[src/rtl/fsn_multi_ctrl.sv]
// Multi-channel bounded up/down value controller: level, edge and auto-repeat
// stepping of the selected channel, with wrap or saturate at the bounds.
module fsn_multi_ctrl #(
  parameter int CHANNELS = 3,
  parameter int SELW     = 2,
  parameter int WIDTH    = 10,
  parameter int MIN      = 0,
  parameter int MAX      = 359,
  parameter int STEP     = 1,
  parameter int DELAY    = 8,
  parameter int PERIOD   = 2
) (
  input  logic                      Clock,
  input  logic                      resetn,
  input  logic                      in1,
  input  logic                      in2,
  input  logic [SELW-1:0]           sel,
  input  logic [1:0]                mode,
  input  logic                      wrap,
  input  logic                      clr,
  output logic [CHANNELS*WIDTH-1:0] out,
  output logic                      changing,
  output logic                      limit,
  output logic                      busy
);

  localparam int CNTW = $clog2((DELAY > PERIOD) ? DELAY : PERIOD) + 1;
  localparam logic [CNTW-1:0]  DELAY_LD   = CNTW'(DELAY - 1);
  localparam logic [CNTW-1:0]  PERIOD_LD  = CNTW'(PERIOD - 1);
  localparam logic [WIDTH-1:0] MIN_V      = WIDTH'(MIN);
  localparam logic [WIDTH-1:0] MAX_V      = WIDTH'(MAX);
  localparam logic [WIDTH:0]   STEP_X     = (WIDTH+1)'(STEP);
  localparam logic [WIDTH:0]   MAX_X      = (WIDTH+1)'(MAX);
  localparam logic [WIDTH:0]   MINSTEP_X  = (WIDTH+1)'(MIN + STEP);

  typedef enum logic [1:0] {IDLE, LOCK, HOLD, REPEAT} state_t;

  state_t            state;
  logic [CNTW-1:0]   cnt;
  logic              lat_up;
  logic [SELW-1:0]   lat_sel;
  logic [WIDTH-1:0]  vals [CHANNELS];

  logic              req;
  logic              sel_ok;
  logic              abort;
  logic              do_step;
  logic              do_clr;
  logic [WIDTH-1:0]  cur;
  logic [WIDTH:0]    step_res;

  // Bounded step at WIDTH+1 bits; MSB of the result flags a wrap/clamp event.
  function automatic logic [WIDTH:0] step_calc(input logic [WIDTH-1:0] v,
                                               input logic up,
                                               input logic wr);
    logic [WIDTH:0] ext;
    logic [WIDTH:0] sum;
    logic [WIDTH:0] dif;
    ext = {1'b0, v};
    sum = ext + STEP_X;
    dif = ext - STEP_X;
    if (up) begin
      if (sum > MAX_X) return {1'b1, (wr ? MIN_V : MAX_V)};
      return {1'b0, sum[WIDTH-1:0]};
    end
    if (ext < MINSTEP_X) return {1'b1, (wr ? MAX_V : MIN_V)};
    return {1'b0, dif[WIDTH-1:0]};
  endfunction

  assign req    = in1 ^ in2;
  assign sel_ok = ({1'b0, sel} < (SELW+1)'(CHANNELS));
  assign abort  = (state != IDLE) && req && ((in1 != lat_up) || (sel != lat_sel));
  assign do_clr = sel_ok && clr;
  assign busy   = (state != IDLE);

  always_comb begin
    cur = MIN_V;
    for (int i = 0; i < CHANNELS; i++)
      if (SELW'(i) == sel) cur = vals[i];
  end

  assign step_res = step_calc(cur, in1, wrap);

  always_comb begin
    do_step = 1'b0;
    if (sel_ok && !clr && req) begin
      case (state)
        IDLE:        do_step = 1'b1;
        HOLD, REPEAT: do_step = !abort && (cnt == '0);
        default:     do_step = 1'b0;
      endcase
    end
  end

  always_ff @(posedge Clock or posedge resetn) begin
    if (resetn) begin
      state    <= IDLE;
      cnt      <= '0;
      lat_up   <= 1'b0;
      lat_sel  <= '0;
      changing <= 1'b0;
      limit    <= 1'b0;
    end else begin
      changing <= do_step && !step_res[WIDTH];
      limit    <= do_step && step_res[WIDTH];
      if (!sel_ok) begin
        state <= IDLE;
      end else if (clr) begin
        state   <= req ? LOCK : IDLE;
        lat_up  <= in1;
        lat_sel <= sel;
      end else begin
        case (state)
          IDLE: begin
            if (req) begin
              lat_up  <= in1;
              lat_sel <= sel;
              case (mode)
                2'b00:   state <= IDLE;
                2'b10: begin
                  state <= HOLD;
                  cnt   <= DELAY_LD;
                end
                default: state <= LOCK;
              endcase
            end
          end
          LOCK: begin
            if (!req || abort) state <= IDLE;
          end
          HOLD, REPEAT: begin
            if (!req || abort) begin
              state <= IDLE;
            end else if (cnt == '0) begin
              state <= REPEAT;
              cnt   <= PERIOD_LD;
            end else begin
              cnt <= cnt - CNTW'(1);
            end
          end
          default: state <= IDLE;
        endcase
      end
    end
  end

  // Only the selected channel is ever written; clear wins over a step.
  always_ff @(posedge Clock or posedge resetn) begin
    if (resetn) begin
      for (int i = 0; i < CHANNELS; i++) vals[i] <= MIN_V;
    end else begin
      for (int i = 0; i < CHANNELS; i++) begin
        if (SELW'(i) == sel) begin
          if (do_clr)       vals[i] <= MIN_V;
          else if (do_step) vals[i] <= step_res[WIDTH-1:0];
        end
      end
    end
  end

  for (genvar g = 0; g < CHANNELS; g++) begin : g_out
    assign out[g*WIDTH +: WIDTH] = vals[g];
  end

endmodule

[config.mk]
export PLATFORM = sky130hd
export DESIGN_NAME = fsn_multi_ctrl
export DESIGN_NICKNAME = d
export VERILOG_FILES = /design/src/rtl/fsn_multi_ctrl.sv
export SDC_FILE = /design/constraint.sdc
export NUM_CORES = 1
export LEC_CHECK = 0
export CAP_MARGIN = 20
export CORE_ASPECT_RATIO = 0.5
export CORE_UTILIZATION = 56
export CTS_BUF_LIST = sky130_fd_sc_hd__clkbuf_8
export DETAILED_ROUTE_END_ITERATION = 10
export GPL_ROUTABILITY_DRIVEN = 1
export PLACE_DENSITY = 0.83
export SKIP_CTS_REPAIR_TIMING = 1
export SYNTH_ARGS = -nofsm -noshare
export SYNTH_HDL_FRONTEND = slang
export SYNTH_SLANG_ARGS = --single-unit
[constraint.sdc]
create_clock -name Clock -period 3.6 [get_ports Clock]
set_clock_uncertainty 0.15 [all_clocks]
set_input_delay 0.54 -clock Clock [delete_from_list [all_inputs] [get_ports Clock]]
set_output_delay 0.54 -clock Clock [all_outputs]
set_load 0.005 [all_outputs]
==> flow_summary.toml <==
[status]
status = "finished clean"

[critical_path]
slowest_delay_ns = 0.43
cp_top_family = "compound AO/OA/AOI/OAI gates"
worstReg2RegStart = "out[0]$_DFFE_PP0P_"
crit_fanout = 6
startpoint_type = "input pin"
path_cells = "dlymetal6s2s_1 > mux2i_1 > a2bb2oi_2 > inv_2 > ha_1 > inv_1 > o32ai_1 > buf_4 > nand4b_1 > a211o_1 > a311oi_4 > nor2_1 > a31oi_2 > a31oi_1"
end_kind = "flip-flop"
cp_data_arrival_time_ns = 3.53
worstSetupPathType = "input pin to flip-flop"
crit_start = "sel[0]"
required_ns = 3.60
crit_slowest_cell = "a311oi_4"
critical_path_buf_inv_count = 4

[floorplanning]
core_area_sq_um = 4509
die_area_sq_um = 5129
rows = 17
die_w_um = 100.3
io_pins = 43
initial_core_util_pct = 59.99
fp.dieH_um = 51.15

[detailed_routing]
ant_nets = 0
wire_per_inst_um = 19.49
drt_iter0_drc = 279
route.detailed.drc = 0
vias_per_cell = 6.367
firstDrtPassIters = 4
vias = 2846
drt-total-wl_um = 8713

[synth]
netlist_area_sq_um = 2705
syn_nets = 313
postSynthCellCount = 300
yosysSeqAreaShare_pct = 37.93
yosysWarnings = 0
syn_area_per_cell_sq_um = 9.017
synthArstFlopShare_pct = 100.0
synth_edf_count = 0
synth_seq_cells = 41
synth_ff_type = "dfrtp_1"
synth.distinct_cells = 63

[timing]
whs_ns = 0.3584
tightest_slew_ns = 0.6603
fmax_mhz = 283.0
slew_viol_final = 0
finalSetupTns_ns = 0
slew_headroom_pct = 55.52
setup_viol = 0
fin_crit_ns = 3.534
fin_crit_sh_pct = 98.17
finalHoldViolCount = 0

[place]
port_buffers = 42
dpl.hpwl_um = 6618
place_congestion = 1.021
place_area_sq_um = 3468

[global_route]
gr-total-overflow = 0
antenna_found_initial = 0
track_usage_pct = 35.83
grt_max_degree = 42
grt_pass1_wl_um = 13790
grt_pass1_vias = 2710

[power_and_ir_drop]
power.density_nw_per_um2 = 600.9
p_leak_nw = 1.551
ir_drop_uv = 353.0
p_total_mw = 2.157

[min_path]
hp-class = "flip-flop to flip-flop"
min-delay-start = "out[13]$_DFFE_PP0P_"

[cts]
worstSkewPairLatency_ns = 0.30
clock_sinks = 41
clk_pin_slew_ns = 0.08
ctsRootBufferMaster = "clkbuf_8"
cts_made_buffers = 5
htreeDepth = 2
cts_tree = "done"
clockBufferDepth = 2

[final_layout]
fin_nets = 393
final_cell_mix = "buf_4, dfrtp_1, nand2_1, clkdlybuf4s50_1, nor2_1"
layout_commonest_cell = "buf_4"
antenna_cells = 0
fin_area_sq_um = 3590
area_growth_pct = 32.70
drive_above_1_share_pct = 18.64

[run]
cap_violations = 0
[worst min-delay path: stages (launching register included)]
cell	delay, ns
dfrtp_1	0.37
nand2_1	0.06
o41ai_1	0.05
[routing by layer]
| layer | part of all wire [%] | global-route usage, % |
|---|---|---|
| met5 | 0 | 0 |
| met4 | 1.0 | 8.213 |
| met3 | 11 | 11.22 |
| met2 | 44 | 57.99 |
| met1 | 44 | 47.46 |
[cell type report]
cell class                      instances  area (sq um)
Multi-Input combinational cell        234          1572
Sequential cell                        41          1026
Fill cell                             314         919.6
Timing Repair Buffer                   87         763.2
Clock buffer                            7         96.34
Tap cell                               66         82.58
Inverter                               11         41.29
Clock inverter                          1         8.758
[sequential cells by signal (all words and copies together) (netlist names)]
signal and flops:
lat_up 1, changing 1, state 2, out 30, lat_sel 2, limit 1
cnt 4
[power breakdown]
part,switching (mW),internal [mW]
Combinational,0.530,0.559
Clock,0.170,0.177
Sequential,0.131,0.590
Total,0.831,1.33
[synthesized netlist by cell type (all sizes together) (2+ instances only)]
library cell,count,share of area (%)
dfrtp,41,38
mux2,3,1.2
o21a,2,0.55
ha,3,1.4
a211oi,4,1.1
xnor2,7,2.3
nor2,25,3.5
a311oi,2,1.3
nor3,9,1.7
a32o,5,1.9
and3,2,0.46
o31ai,9,2.5
and2,2,0.46
nand2b,3,0.69
a31oi,7,1.6
o21ai,24,4.6
inv,11,1.5
nand3,8,1.7
o211ai,5,1.6
a21oi,13,2.4
nor2b,2,0.74
o41ai,3,0.97
nand2,40,5.6
nand3b,3,0.83
xor2,4,1.3
mux2i,14,5.2
nand4,3,0.69
buf,6,1.8
clkbuf,8,1.1
nor4,4,0.92
o2bb2ai,7,3.7
a2bb2oi,3,1.2
[per-stage QoR]
| stage | std cells | setup slack [ns] | utilization (%) |
|---|---|---|---|
| finish | 447 | 0.06605 | 79.61 |
| global route | 447 | -0.008659 | 79.61 |
| CTS | 447 | -0.1245 | 79.25 |
| detailed placement | 439 | -0.4272 | 76.91 |
| global placement | 439 | -0.3372 | 76.91 |
| floorplan | 300 | 0.1159 | - |
[final timing paths]
check | cells past startpoint | slack [ns] | to
max | 14 | 0.07 | out[11]$_DFFE_PP0P_
min | 2 | 0.36 | out[13]$_DFFE_PP0P_
max reg2reg | 13 | 0.24 | out[11]$_DFFE_PP0P_
min reg2reg | 2 | 0.36 | out[13]$_DFFE_PP0P_
max in group asynchronous | 3 | 2.40 | out[11]$_DFFE_PP0P_
min in group asynchronous | 3 | 0.52 | lat_sel[1]$_DFFE_PP0P_
[cells by family (layout without fill, tap and decap cells)]
logic type | after synthesis | after routing | synth area share (%)
AOI/OAI and AO/OA | 96 | 96 | 27.11
xor gates and xnor gates | 11 | 11 | 3.561
adders and majority gates | 3 | 3 | 1.388
buffers and inverters | 25 | 106 | 4.394
DFF | 41 | 41 | 37.93
muxes | 17 | 17 | 6.429
and+or+nand+nor | 107 | 107 | 19.20
Note: power is estimated with default switching activity, not from simulation.
